**config.mk**
```make
export PLATFORM = sky130hd
export DESIGN_NAME = passthru_slice
export DESIGN_NICKNAME = d
export VERILOG_FILES = /design/src/rtl/passthru_slice_pkg.sv /design/src/rtl/passthru_slice_chan.sv /design/src/rtl/passthru_slice.sv
export SDC_FILE = /design/constraint.sdc
export NUM_CORES = 1
export LEC_CHECK = 0
export BUFFER_PORTS_ARGS = -buffer_cell sky130_fd_sc_hd__buf_2
export CAP_MARGIN = 15
export CORE_MARGIN = 8
export CORE_UTILIZATION = 40
export DETAILED_ROUTE_END_ITERATION = 12
export GPL_TIMING_DRIVEN = 1
export HOLD_SLACK_MARGIN = 0.03
export PLACE_DENSITY = 0.66
export SLEW_MARGIN = 0
export SYNTH_ARGS = -nofsm -noshare
export SYNTH_HDL_FRONTEND = slang
export SYNTH_HIERARCHICAL = 1
export SYNTH_SLANG_ARGS = --single-unit
```
**constraint.sdc**
```tcl
create_clock -name clock -period 1.7 [get_ports clock]
set_input_delay 0.255 -clock clock [delete_from_list [all_inputs] [get_ports clock]]
set_output_delay 0.255 -clock clock [all_outputs]
set_load 0.02 [all_outputs]
```
**src/rtl/passthru_slice_pkg.sv**
```systemverilog
// Sizing helpers and defaults shared by the passthru_slice top and its channel slice.
package passthru_slice_pkg;

    localparam int DEFAULT_DEPTH = 32'sd2;

    // Occupancy counter must represent 0..depth inclusive.
    function automatic int cnt_w(input int depth);
        return $clog2(depth + 32'sd1);
    endfunction

    function automatic int ptr_w(input int depth);
        int w;
        w = $clog2(depth);
        if (w < 32'sd1) begin
            return 32'sd1;
        end else begin
            return w;
        end
    endfunction

endpackage

```
**src/rtl/passthru_slice_chan.sv**
```systemverilog
// Single-channel DEPTH-entry valid/ready FIFO slice with synchronous flush.
// Optional sticky protocol checker is built when PASSTHRU_SLICE_PROTO_CHK_EN is defined.
module passthru_slice_chan
    import passthru_slice_pkg::*;
#(
    parameter int DATA_W = 1,
    parameter int DEPTH  = DEFAULT_DEPTH
) (
    input  logic              clock,
    input  logic              reset_n,
    input  logic              flush,
    input  logic              in_valid,
    output logic              in_ready,
    input  logic [DATA_W-1:0] in_data,
    output logic              out_valid,
    input  logic              out_ready,
    output logic [DATA_W-1:0] out_data,
    output logic              empty,
    output logic              err
);
    localparam int CW = cnt_w(DEPTH);
    localparam int PW = ptr_w(DEPTH);
    localparam logic [CW-1:0] FULL_CNT = CW'(DEPTH);
    localparam logic [PW-1:0] LAST_PTR = PW'(DEPTH - 1);

    logic [CW-1:0]     count_q, count_d;
    logic [PW-1:0]     wr_ptr_q, wr_ptr_d;
    logic [PW-1:0]     rd_ptr_q, rd_ptr_d;
    logic [DATA_W-1:0] mem_q [DEPTH];
    logic              push_s, pop_s;

    // Ready comes only from the registered count, so out_ready never reaches in_ready.
    assign in_ready  = (count_q < FULL_CNT) & ~flush;
    assign out_valid = (count_q != {CW{1'b0}});
    assign out_data  = mem_q[rd_ptr_q];
    assign empty     = (count_q == {CW{1'b0}});
    assign push_s    = in_valid & in_ready;
    assign pop_s     = out_valid & out_ready;

    // Next-state: flush wins; otherwise pointers wrap at DEPTH-1 and count tracks push minus pop.
    always_comb begin
        count_d  = count_q;
        wr_ptr_d = wr_ptr_q;
        rd_ptr_d = rd_ptr_q;
        if (flush) begin
            count_d  = {CW{1'b0}};
            wr_ptr_d = {PW{1'b0}};
            rd_ptr_d = {PW{1'b0}};
        end else begin
            if (push_s) begin
                wr_ptr_d = (wr_ptr_q == LAST_PTR) ? {PW{1'b0}} : wr_ptr_q + PW'(1);
            end else begin
                wr_ptr_d = wr_ptr_q;
            end
            if (pop_s) begin
                rd_ptr_d = (rd_ptr_q == LAST_PTR) ? {PW{1'b0}} : rd_ptr_q + PW'(1);
            end else begin
                rd_ptr_d = rd_ptr_q;
            end
            case ({push_s, pop_s})
                2'b10:   count_d = count_q + CW'(1);
                2'b01:   count_d = count_q - CW'(1);
                default: count_d = count_q;
            endcase
        end
    end

    // Control state register.
    always_ff @(posedge clock or negedge reset_n) begin
        if (!reset_n) begin
            count_q  <= {CW{1'b0}};
            wr_ptr_q <= {PW{1'b0}};
            rd_ptr_q <= {PW{1'b0}};
        end else begin
            count_q  <= count_d;
            wr_ptr_q <= wr_ptr_d;
            rd_ptr_q <= rd_ptr_d;
        end
    end

    // Payload storage is deliberately left unreset; out_data is only meaningful with out_valid.
    always_ff @(posedge clock) begin
        if (push_s) begin
            mem_q[wr_ptr_q] <= in_data;
        end
    end

`ifdef PASSTHRU_SLICE_PROTO_CHK_EN
    logic              stall_q;
    logic [DATA_W-1:0] held_data_q;
    logic              err_q;

    // A stalled offer must stay valid with stable data; violations latch until reset_n.
    always_ff @(posedge clock or negedge reset_n) begin
        if (!reset_n) begin
            stall_q     <= 1'b0;
            held_data_q <= {DATA_W{1'b0}};
            err_q       <= 1'b0;
        end else begin
            stall_q     <= in_valid & ~in_ready;
            held_data_q <= in_data;
            if (stall_q & (~in_valid | (in_data != held_data_q))) begin
                err_q <= 1'b1;
            end
        end
    end

    assign err = err_q;
`else
    assign err = 1'b0;
`endif

endmodule

```
**src/rtl/passthru_slice.sv**
```systemverilog
// NCH independent valid/ready FIFO slices replacing a flat pass-through boundary.
// Define PASSTHRU_SLICE_PROTO_CHK_EN to build the per-channel sticky protocol checkers.
module passthru_slice
    import passthru_slice_pkg::*;
#(
    parameter int NCH    = 16,
    parameter int DATA_W = 1,
    parameter int DEPTH  = DEFAULT_DEPTH
) (
    input  logic                  clock,
    input  logic                  reset_n,
    input  logic                  flush,
    input  logic [NCH-1:0]        in_valid,
    output logic [NCH-1:0]        in_ready,
    input  logic [NCH*DATA_W-1:0] in_data,
    output logic [NCH-1:0]        out_valid,
    input  logic [NCH-1:0]        out_ready,
    output logic [NCH*DATA_W-1:0] out_data,
    output logic                  idle,
    output logic [NCH-1:0]        err
);
    logic [NCH-1:0] empty_s;

    for (genvar c = 0; c < NCH; c++) begin : g_chan
        passthru_slice_chan #(
            .DATA_W (DATA_W),
            .DEPTH  (DEPTH)
        ) u_chan (
            .clock     (clock),
            .reset_n   (reset_n),
            .flush     (flush),
            .in_valid  (in_valid[c]),
            .in_ready  (in_ready[c]),
            .in_data   (in_data[c*DATA_W +: DATA_W]),
            .out_valid (out_valid[c]),
            .out_ready (out_ready[c]),
            .out_data  (out_data[c*DATA_W +: DATA_W]),
            .empty     (empty_s[c]),
            .err       (err[c])
        );
    end

    assign idle = &empty_s;

endmodule

```
==> results of run 1 <==
per-layer routing:
metal / part of all wire / track usage / up-vias
met5: 0 / 0 / -
met4: 0.016 / 0.0566 / 0
met3: 0.086 / 0.0507 / 13
met2: 0.47 / 0.224 / 91
met1: 0.43 / 0.164 / 1786
li1: - / - / 1868
flip-flops by register name, indices dropped and copies added (netlist names):
name / cells
g_chan.u_chan/count_q: 32
g_chan.u_chan/wr_ptr_q: 16
g_chan.u_chan/rd_ptr_q: 16
g_chan.u_chan/mem_q: 32
repair_timing:
action                                 4_1_cts  5_1_grt
resized for setup                           13        5
pin swaps                                    6        6
hold buffers                                 1        0
setup endpoints to repair                    1        1
cloned                                       0        0
buffers inserted                             1        3
endpoints found under the hold margin       64        0
area by class of cell:
class	instances	area, um^2	share of cell area
clock buffer	9	225	0.0358
timing repair buffer	140	846	0.134
inverter	32	120	0.0191
tap	168	210	0.0334
sequential	96	2560	0.407
clock inverter	7	119	0.0189
multi-input combinational	341	2220	0.352
worst paths after layout:
path / cells after the start / end / slack (ps) / start
worst max-delay path: 5 / idle / -260 / g_chan[6].u_chan/count_q[1]$_DFFE_PN0P_
worst min-delay path: 1 / g_chan[13].u_chan/mem_q[0]$_DFFE_PP_ / 90 / in_data[13]
worst max register to register: 4 / g_chan[2].u_chan/mem_q[1]$_DFFE_PP_ / 420 / g_chan[2].u_chan/count_q[1]$_DFFE_PN0P_
worst min register to register: 2 / g_chan[10].u_chan/rd_ptr_q$_DFFE_PN0P_ / 560 / g_chan[10].u_chan/rd_ptr_q$_DFFE_PN0P_
max in group asynchronous: 3 / g_chan[11].u_chan/wr_ptr_q$_DFFE_PN0P_ / 950 / reset_n
min in group asynchronous: 3 / g_chan[6].u_chan/wr_ptr_q$_DFFE_PN0P_ / 470 / reset_n
through the flow:
step	std cells	instance area, um^2	hold WS [ps]	setup WS [ps]	setup TNS (ps)
finish	793	6300	93.6	-255	-255
global route	793	6300	81.5	-348	-351
CTS	790	6270	78.2	-250	-250
detailed placement	772	5880	311	37.7	0
global placement	772	5880	311	64.9	0
floorplan	485	4990	-40.6	32.3	0
worst max-delay path: stages, from the launching register on:
cell and delay [ps]:
dfrtp_1 380, or2_4 260, inv_2 50, nand4_1 180, nor4_4 290, buf_4 200
power by group:
group	internal [uW]	total, uW	switching [uW]
Sequential	2540	2630	90.4
Clock	1440	2310	873
Combinational	472	1090	616
placed cells by master (no fill, tap or decap), drive strengths merged, types with 2 or more instances in the layout:
cell type	netlist	layout
buf	16	139
o21ai	32	32
bufinv	0	3
xnor2	16	16
clkinv	0	2
inv	32	33
mux2	16	16
nand2	16	16
dfrtp	64	64
or2	16	16
nor2	80	80
a21oi	16	16
nand2b	16	16
xor2	32	32
nand3	16	16
nor2b	16	16
nand4	4	4
a221oi	16	16
and3	16	16
conb	16	16
clkbuf	0	9
nor3b	16	16
edfxtp	32	32
cells by family after synthesis:
group / Yosys count
simple gates: 197
xor+xnor: 48
mux: 16
buf+inv: 48
flops: 96
other cells: 16
compound gates: 64
==> summary.txt, run 1 <==
Power and ir drop
  • Peak VDD IR: between 0.0003 and 0.0004 V
  • Final Total Pwr: 6030 uW
  • P_leak: around 0.003 uW
  • Pwr per Cell Area: 957 mW/mm^2

Yosys
  • Area leader, netlist: dfrtp_1
  • Largest family of logic cells by synthesized area: simple AND/OR/NAND/NOR gates
  • Top cell type's share of synthesized area: 0.321
  • Post-synthesis xor/xnor area fraction: 0.0844
  • Ys Warns: 6
  • Mux cell area share after synthesis: 0.0362
  • Dominant synthesized flop cell: dfrtp_1
  • Synth cell count leaders: 80 x nor2_1, 64 x dfrtp_1, 32 x edfxtp_1, 32 x inv_1, 32 x xor2_1
  • Synthesized flop and latch total: 96
  • Post-Syn Area: 0.00498 mm^2
  • Synth Area in Compound Gates: 0.0964
  • FFs w/ async S/R, synth: 0.667
  • Register area share after synthesis: 0.514
  • Syn avg cell area: 10.3 um^2
  • Adder-cell share of the synthesized area: 0
  • Count leader, synth: nor2_1
  • Post-synthesis simple-gate area fraction: 0.208
  • Area contributors post-synth: dfrtp_1 32%, edfxtp_1 19%, nor2_1 6.0%, xor2_1 5.6%, a221oi_2 4.8%
  • Synthesized instance count: 485
  • Synth cell types: 22
  • Syn_nets: around 540
  • Post-synth EDFFs: 32

CTS
  • CTS Sinks: 96
  • H-tree lvl count: 3
  • TritonCTS Buffers: 9
  • Bufs on Longest Clock Path: 2
  • Clock slew at reported path FFs: 70 ps
  • Root buf cell: clkbuf_16
  • Clock Latency Late Sink: about 340 ps
  • CTS tree: done

Drt
  • Router iterations before antenna repair: 4
  • DRT antenna net count: 0
  • # DRC: 0
  • Starting DRT DRC Count: 216
  • Vias: roughly 3,800
  • WL/cell: 13.6 um
  • Vias/cell: about 4.7
  • Final WL: between 10 and 15 mm

STA
  • Peak Freq: 511 MHz
  • Post-route clock skew: 6.62 ps
  • Fin worst setup slack: -255 ps
  • Max-slew violations: 0
  • Post-layout minimum cycle time: 1960 ps
  • Final Hold Vio Count: 0
  • Final worst-path cycle share: 1.15
  • RSZ-0062 raised after global routing: true
  • Endpoints failing setup: 1

Setup path
  • Critical path data required time: approximately 1400 ps
  • CP Class: reg2out
  • Kind of start point of the critical path: flop
  • CP Capture Type: primary output
  • Max Fanout on Critical Path: 2
  • Critical path arrival: 1700 ps

Global routing
  • Total gr overflow: 0
  • Antenna violations before repair: 0
  • Total Routing Usage GR: 0.139
  • Largest net degree at the start of global routing: between 60 and 70
  • First-pass GRT wire length: 18.1 mm
  • Vias in the first global route: approximately 3,800

Finish
  • Antenna cells: 0
  • Fillers: 1,146
  • Share of post-route cells with drive strength above 1: 0.362
  • Layout area overhead: 26.4%
  • Post-layout util: 0.520
  • Final #Nets: 671

Die
  • Core ar.: roughly 0.012 mm^2
  • Die X: 128 um
  • Die height: ~130 um
  • Initial core utilization: 0.411
  • Boundary Pins: roughly 120
  • Full die area: 0.0163 mm^2
  • FP Rows: 40

Placement
  • Final HPWL from detailed placement: 8.07 mm
  • IO buf count: 99
  • GPL Wtd Cong: 0.744

Outcome
  • Failing checks: negative setup slack
  • Status: finished with violations

Flow run
  • Max-cap viol count: 0

Min path
  • Worst Hold Class: in2reg
No activity file was read; power rests on OpenSTA's default activity.
==> run 2: changes to the inputs <==
REMOVE_ABC_BUFFERS = 1   (was default)
==> run 2 against run 1 <==
- the run still ends with negative setup slack left
- maximum frequency is essentially flat
- setup slack got worse by 1.8 ps
- highest routed layer unchanged
- wire length rose by 0.70%
- utilization fell by 0.26 points
- register-to-register slack about the same
- count of clock-buffer cells in the layout is 4 higher
- combinational power barely moved
==> summary.txt, run 2 (synthesis gave the netlist of run 1 again) <==
Outcome
  • Status: finished with violations
  • Failing checks: negative setup slack

Finish
  • Largest regs: g_chan.u_chan/count_q (32), g_chan.u_chan/mem_q (32)
  • Antenna cells: 0
  • Multi-input combinational cell area: 0.00223 mm^2
  • Reg area: 0.00256 mm^2
  • Fillers: 1,130
  • Layout area overhead: 25.8%
  • Share of post-route cells with drive strength above 1: 0.365
  • Commonest non-fill, non-tap cells in the layout: 98 x buf_2, 78 x nor2_1, 64 x dfrtp_1
  • Post-route cell area: roughly 0.0063 mm^2
  • Commonest non-fill, non-tap cell in the layout: buf_2
  • Final #Nets: 671

Setup path
  • Critical path data required time: between 1000 and 1500 ps
  • Critical path arrival: 1700 ps
  • Critical path, cell by cell: or2_2 -> inv_1 -> nand4_1 -> nor4_4 -> buf_4
  • CP Class: reg2out
  • CP Capture Type: primary output
  • CP max stage delay: ~370 ps
  • Kind of start point of the critical path: flop
  • CP max stage cell: dfrtp_1
  • Max Fanout on Critical Path: 2

Drt
  • DRT antenna net count: 0
  • WL/cell: 13.7 um
  • Router iterations before antenna repair: 4
  • Starting DRT DRC Count: 206
  • Final WL: between 10 and 15 mm
  • Vias: around 3,800
  • # DRC: 0
  • Vias/cell: about 4.7

CTS
  • H-tree lvl count: 3
  • Clock slew at reported path FFs: 60 ps
  • CTS Sinks: 96
  • CTS tree: done
  • Clock Latency Late Sink: 340 ps
  • Root buf cell: clkbuf_16
  • TritonCTS Buffers: 9
  • Bufs on Longest Clock Path: 2

Die
  • Core ar.: between 0.01 and 0.015 mm^2
  • Die X: 128 um
  • Die height: 128 um
  • Full die area: roughly 0.016 mm^2
  • FP Rows: 40
  • Initial core utilization: 0.411
  • Boundary Pins: 116

STA
  • Max-slew violations: 0
  • Fin worst setup slack: -257 ps
  • Peak Freq: 511 MHz
  • Worst hold slack: between 100 and 150 ps
  • TNS Setup: -257 ps
  • Endpoints failing setup: 1
  • Post-layout minimum cycle time: 1960 ps
  • RSZ-0062 raised after global routing: true
  • Post-route clock skew: 4.38 ps
  • Final Hold Vio Count: 0
  • Final worst-path cycle share: 1.15

Global routing
  • Antenna violations before repair: 0
  • Total gr overflow: 0
  • First-pass GRT wire length: 18.2 mm
  • Vias in the first global route: 3,941
  • Largest net degree at the start of global routing: 65
  • Total Routing Usage GR: 0.139

Power and ir drop
  • Final Total Pwr: 5760 uW
  • Peak VDD IR: 0.000484 V
  • P_leak: 0.00293 uW
  • Pwr per Cell Area: 919 mW/mm^2

Placement
  • GPL Wtd Cong: 0.749
  • IO buf count: 99
  • Final HPWL from detailed placement: 8.23 mm
  • Post-DP Area: 0.00587 mm^2

Flow run
  • Max-cap viol count: 0

Min path
  • Worst Hold Class: in2reg
run 2: changes by cell type in the layout (fill, tap and decap cells not counted), sizes merged:
cell | previous run | this run
clkinvlp | 1 | 0
bufinv | 3 | 1
inv | 33 | 32
clkbuf | 9 | 13
run 2: critical path: cells and delay by family (launching register included):
kind | cells | cell delay (ps)
AND/OR/NAND/NOR | 3 | 720
flip-flops | 1 | 370
buffers and inverters | 2 | 270
run 2: worst paths after layout:
| check | start | endpoint | slack, ps | cells past startpoint |
|---|---|---|---|---|
| min | in_data[4] | g_chan[4].u_chan/mem_q[1]$_DFFE_PP_ | 100 | 1 |
| min reg2reg | g_chan[13].u_chan/rd_ptr_q$_DFFE_PN0P_ | g_chan[13].u_chan/rd_ptr_q$_DFFE_PN0P_ | 550 | 2 |
| min in group asynchronous | reset_n | g_chan[6].u_chan/rd_ptr_q$_DFFE_PN0P_ | 470 | 3 |
| max reg2reg | g_chan[5].u_chan/count_q[1]$_DFFE_PN0P_ | g_chan[5].u_chan/mem_q[1]$_DFFE_PP_ | 410 | 4 |
| max in group asynchronous | reset_n | g_chan[10].u_chan/wr_ptr_q$_DFFE_PN0P_ | 920 | 3 |
| max | g_chan[9].u_chan/count_q[1]$_DFFE_PN0P_ | idle | -260 | 5 |
run 2: layer usage:
| metal | up-vias | GRT usage | share of wire |
|---|---|---|---|
| met5 | - | 0 | 0 |
| met1 | 1770 | 0.153 | 0.43 |
| met2 | 95 | 0.239 | 0.49 |
| li1 | 1874 | - | - |
| met3 | 11 | 0.0466 | 0.070 |
| met4 | 0 | 0.0615 | 0.015 |
run 2: cell type report:
cell class / instances / area share
clock inverter: 3 / 0.00639
multi-input combinational: 341 / 0.356
inverter: 32 / 0.0192
tap: 168 / 0.0335
timing repair buffer: 140 / 0.135
clock buffer: 13 / 0.0415
sequential: 96 / 0.409
run 2: power breakdown:
group	leakage (uW)	total [uW]	internal (uW)	switching [uW]
Combinational	0.00164	1100	476	620
Sequential	0.00115	2630	2540	90.0
Clock	0.000150	2030	1220	816
Total	0.00293	5760	4230	1530
run 2: stage by stage:
stage                      util  setup slack [ps]  std cells
final                     0.517              -257        793
after global routing      0.517              -332        793
after CTS                 0.516              -288        793
after detailed placement  0.485             -13.2        771
after global placement    0.485             -5.91        771
after floorplan               -             -34.7        469
run 2: timing repair:
| item | in CTS | in global routing |
|---|---|---|
| hold buffers | 1 | 0 |
| setup buffers | 5 | 0 |
| resized for setup | 21 | 5 |
| endpoints found under the setup margin | 1 | 3 |
| pin swaps | 7 | 0 |
| hold endpoints to repair | 64 | 0 |
==> run 3: changes to the inputs <==
SKIP_CTS_REPAIR_TIMING = 1   (was default)
==> run 3 against run 2 <==
- the flow still finishes with violations (negative setup slack)
- total power down 0.16%
- final area down 0.24%
- non-clock buffer count down 1
- hold slack worse by 0.55 ps
- critical path type unchanged
- count of clock-buffer cells in the layout unchanged
- setup slack worse by 0.96 ps
- die area unchanged
==> summary.txt, run 3 (synthesis gave the netlist of run 1 again) <==
Setup path
  • Worst reg-to-reg setup slack: 380 ps
  • CP Capture Type: primary output
  • Critical path arrival: 1700 ps
  • Critical path, cell by cell: or2_2 -> inv_2 -> nand4_1 -> nor4_4 -> buf_4
  • CP max stage delay: between 300 and 400 ps
  • Kind of start point of the critical path: flop
  • Critical path data required time: approximately 1400 ps
  • CP max stage cell: dfrtp_1
  • Max Fanout on Critical Path: 2
  • CP Class: reg2out

Power and ir drop
  • P_leak: 0.00293 uW
  • Peak VDD IR: 0.000424 V
  • Pwr per Cell Area: 919 mW/mm^2
  • Final Total Pwr: 5750 uW

STA
  • Final worst-path cycle share: 1.15
  • RSZ-0062 raised after global routing: true
  • Fin worst setup slack: -258 ps
  • Final Hold Vio Count: 0
  • Peak Freq: 511 MHz
  • Post-layout minimum cycle time: 1960 ps
  • Max-slew violations: 0
  • Post-route clock skew: 4.26 ps
  • Endpoints failing setup: 1

Placement
  • Number of placed instances, taps included: around 770
  • IO buf count: between 90 and 100
  • GPL Wtd Cong: between 0.7 and 0.8
  • Final HPWL from detailed placement: 8.23 mm

Drt
  • Router iterations before antenna repair: 4
  • DRT antenna net count: 0
  • Starting DRT DRC Count: between 150 and 200
  • Final WL: between 10 and 15 mm
  • Vias/cell: approximately 4.7
  • WL/cell: 13.7 um
  • # DRC: 0
  • Vias: about 3,700

Finish
  • Finished Layout Cells: 792
  • Largest regs: g_chan.u_chan/count_q (32), g_chan.u_chan/mem_q (32)
  • Commonest non-fill, non-tap cells in the layout: 98 x buf_2, 79 x nor2_1, 64 x dfrtp_1
  • Commonest non-fill, non-tap cell in the layout: buf_2
  • Antenna cells: 0
  • Share of post-route cells with drive strength above 1: 0.357
  • Layout area overhead: 25.5%
  • Final #Nets: 670

CTS
  • CTS Sinks: 96
  • CTS tree: done
  • Clock Latency Late Sink: about 340 ps
  • Bufs on Longest Clock Path: 2
  • H-tree lvl count: 3
  • Root buf cell: clkbuf_16
  • Clock slew at reported path FFs: 60 ps
  • TritonCTS Buffers: 9

Die
  • Die X: around 130 um
  • FP Rows: 40
  • Initial core utilization: 0.411
  • Core ar.: 0.0121 mm^2
  • Full die area: 0.0163 mm^2
  • Die height: 128 um
  • Boundary Pins: approximately 120

Global routing
  • Total Routing Usage GR: 0.138
  • Vias in the first global route: 3,885
  • Antenna violations before repair: 0
  • Global Route met2 Usage: 0.236
  • First-pass GRT wire length: 18.0 mm
  • Busiest grt layer: met2
  • M3 GR Usage: 0.0466
  • Total gr overflow: 0
  • Largest net degree at the start of global routing: 65
  • Grt met1 use: 0.152

Outcome
  • Failing checks: negative setup slack
  • Status: finished with violations

Flow run
  • Max-cap viol count: 0

Min path
  • Worst Hold Class: in2reg
[run 3: routing by layer]
layer,share of wire,up-vias,wire (um)
met5,0,-,0
met2,0.49,99,5310
met4,0.015,0,164
li1,-,1868,-
met3,0.072,11,779
met1,0.43,1765,4630
[run 3: worst max-delay path, delay by kind of cell, from the launching register on]
| kind | cells | cell delay (ps) |
|---|---|---|
| DFF | 1 | 380 |
| and+or+nand+nor | 3 | 730 |
| buffers and inverters | 2 | 250 |
[run 3: worst paths after layout]
| check | cells past startpoint | start | end |
|---|---|---|---|
| setup / recovery | 5 | g_chan[5].u_chan/count_q[1]$_DFFE_PN0P_ | idle |
| hold / removal | 1 | in_data[7] | g_chan[7].u_chan/mem_q[0]$_DFFE_PP_ |
| hold reg to reg | 2 | g_chan[13].u_chan/rd_ptr_q$_DFFE_PN0P_ | g_chan[13].u_chan/rd_ptr_q$_DFFE_PN0P_ |
| max in group asynchronous | 3 | reset_n | g_chan[10].u_chan/wr_ptr_q$_DFFE_PN0P_ |
| setup reg to reg | 4 | g_chan[8].u_chan/count_q[1]$_DFFE_PN0P_ | g_chan[8].u_chan/mem_q[1]$_DFFE_PP_ |
| min in group asynchronous | 3 | reset_n | g_chan[6].u_chan/rd_ptr_q$_DFFE_PN0P_ |
[run 3: cell type report]
| cell class | count | area [um^2] |
|---|---|---|
| fillers | 1136 | 5860 |
| flip-flops and latches | 96 | 2560 |
| multi-input cells | 341 | 2220 |
| repair buffers | 139 | 838 |
| clock buffers | 13 | 260 |
| well taps | 168 | 210 |
| inverters | 32 | 120 |
| clock inverters | 3 | 40.0 |
[run 3: stage by stage]
step	TNS [ps]	cell area [um^2]	worst slack [ps]	hold WS, ps	util
CTS	-399	6170	-399	-70.1	0.509
global placement	-5.91	5870	-5.91	311	0.485
floorplan	-34.7	4860	-34.7	-40.6	-
finish	-258	6250	-258	103	0.516
detailed placement	-13.2	5870	-13.2	306	0.485
global route	-334	6250	-334	87.6	0.516
[run 3: power by group]
part	switching, uW	leakage [uW]	internal, uW	total (uW)
combinational	617	0.00163	470	1090
sequential	89.8	0.00115	2540	2630
clock	816	0.000150	1220	2030
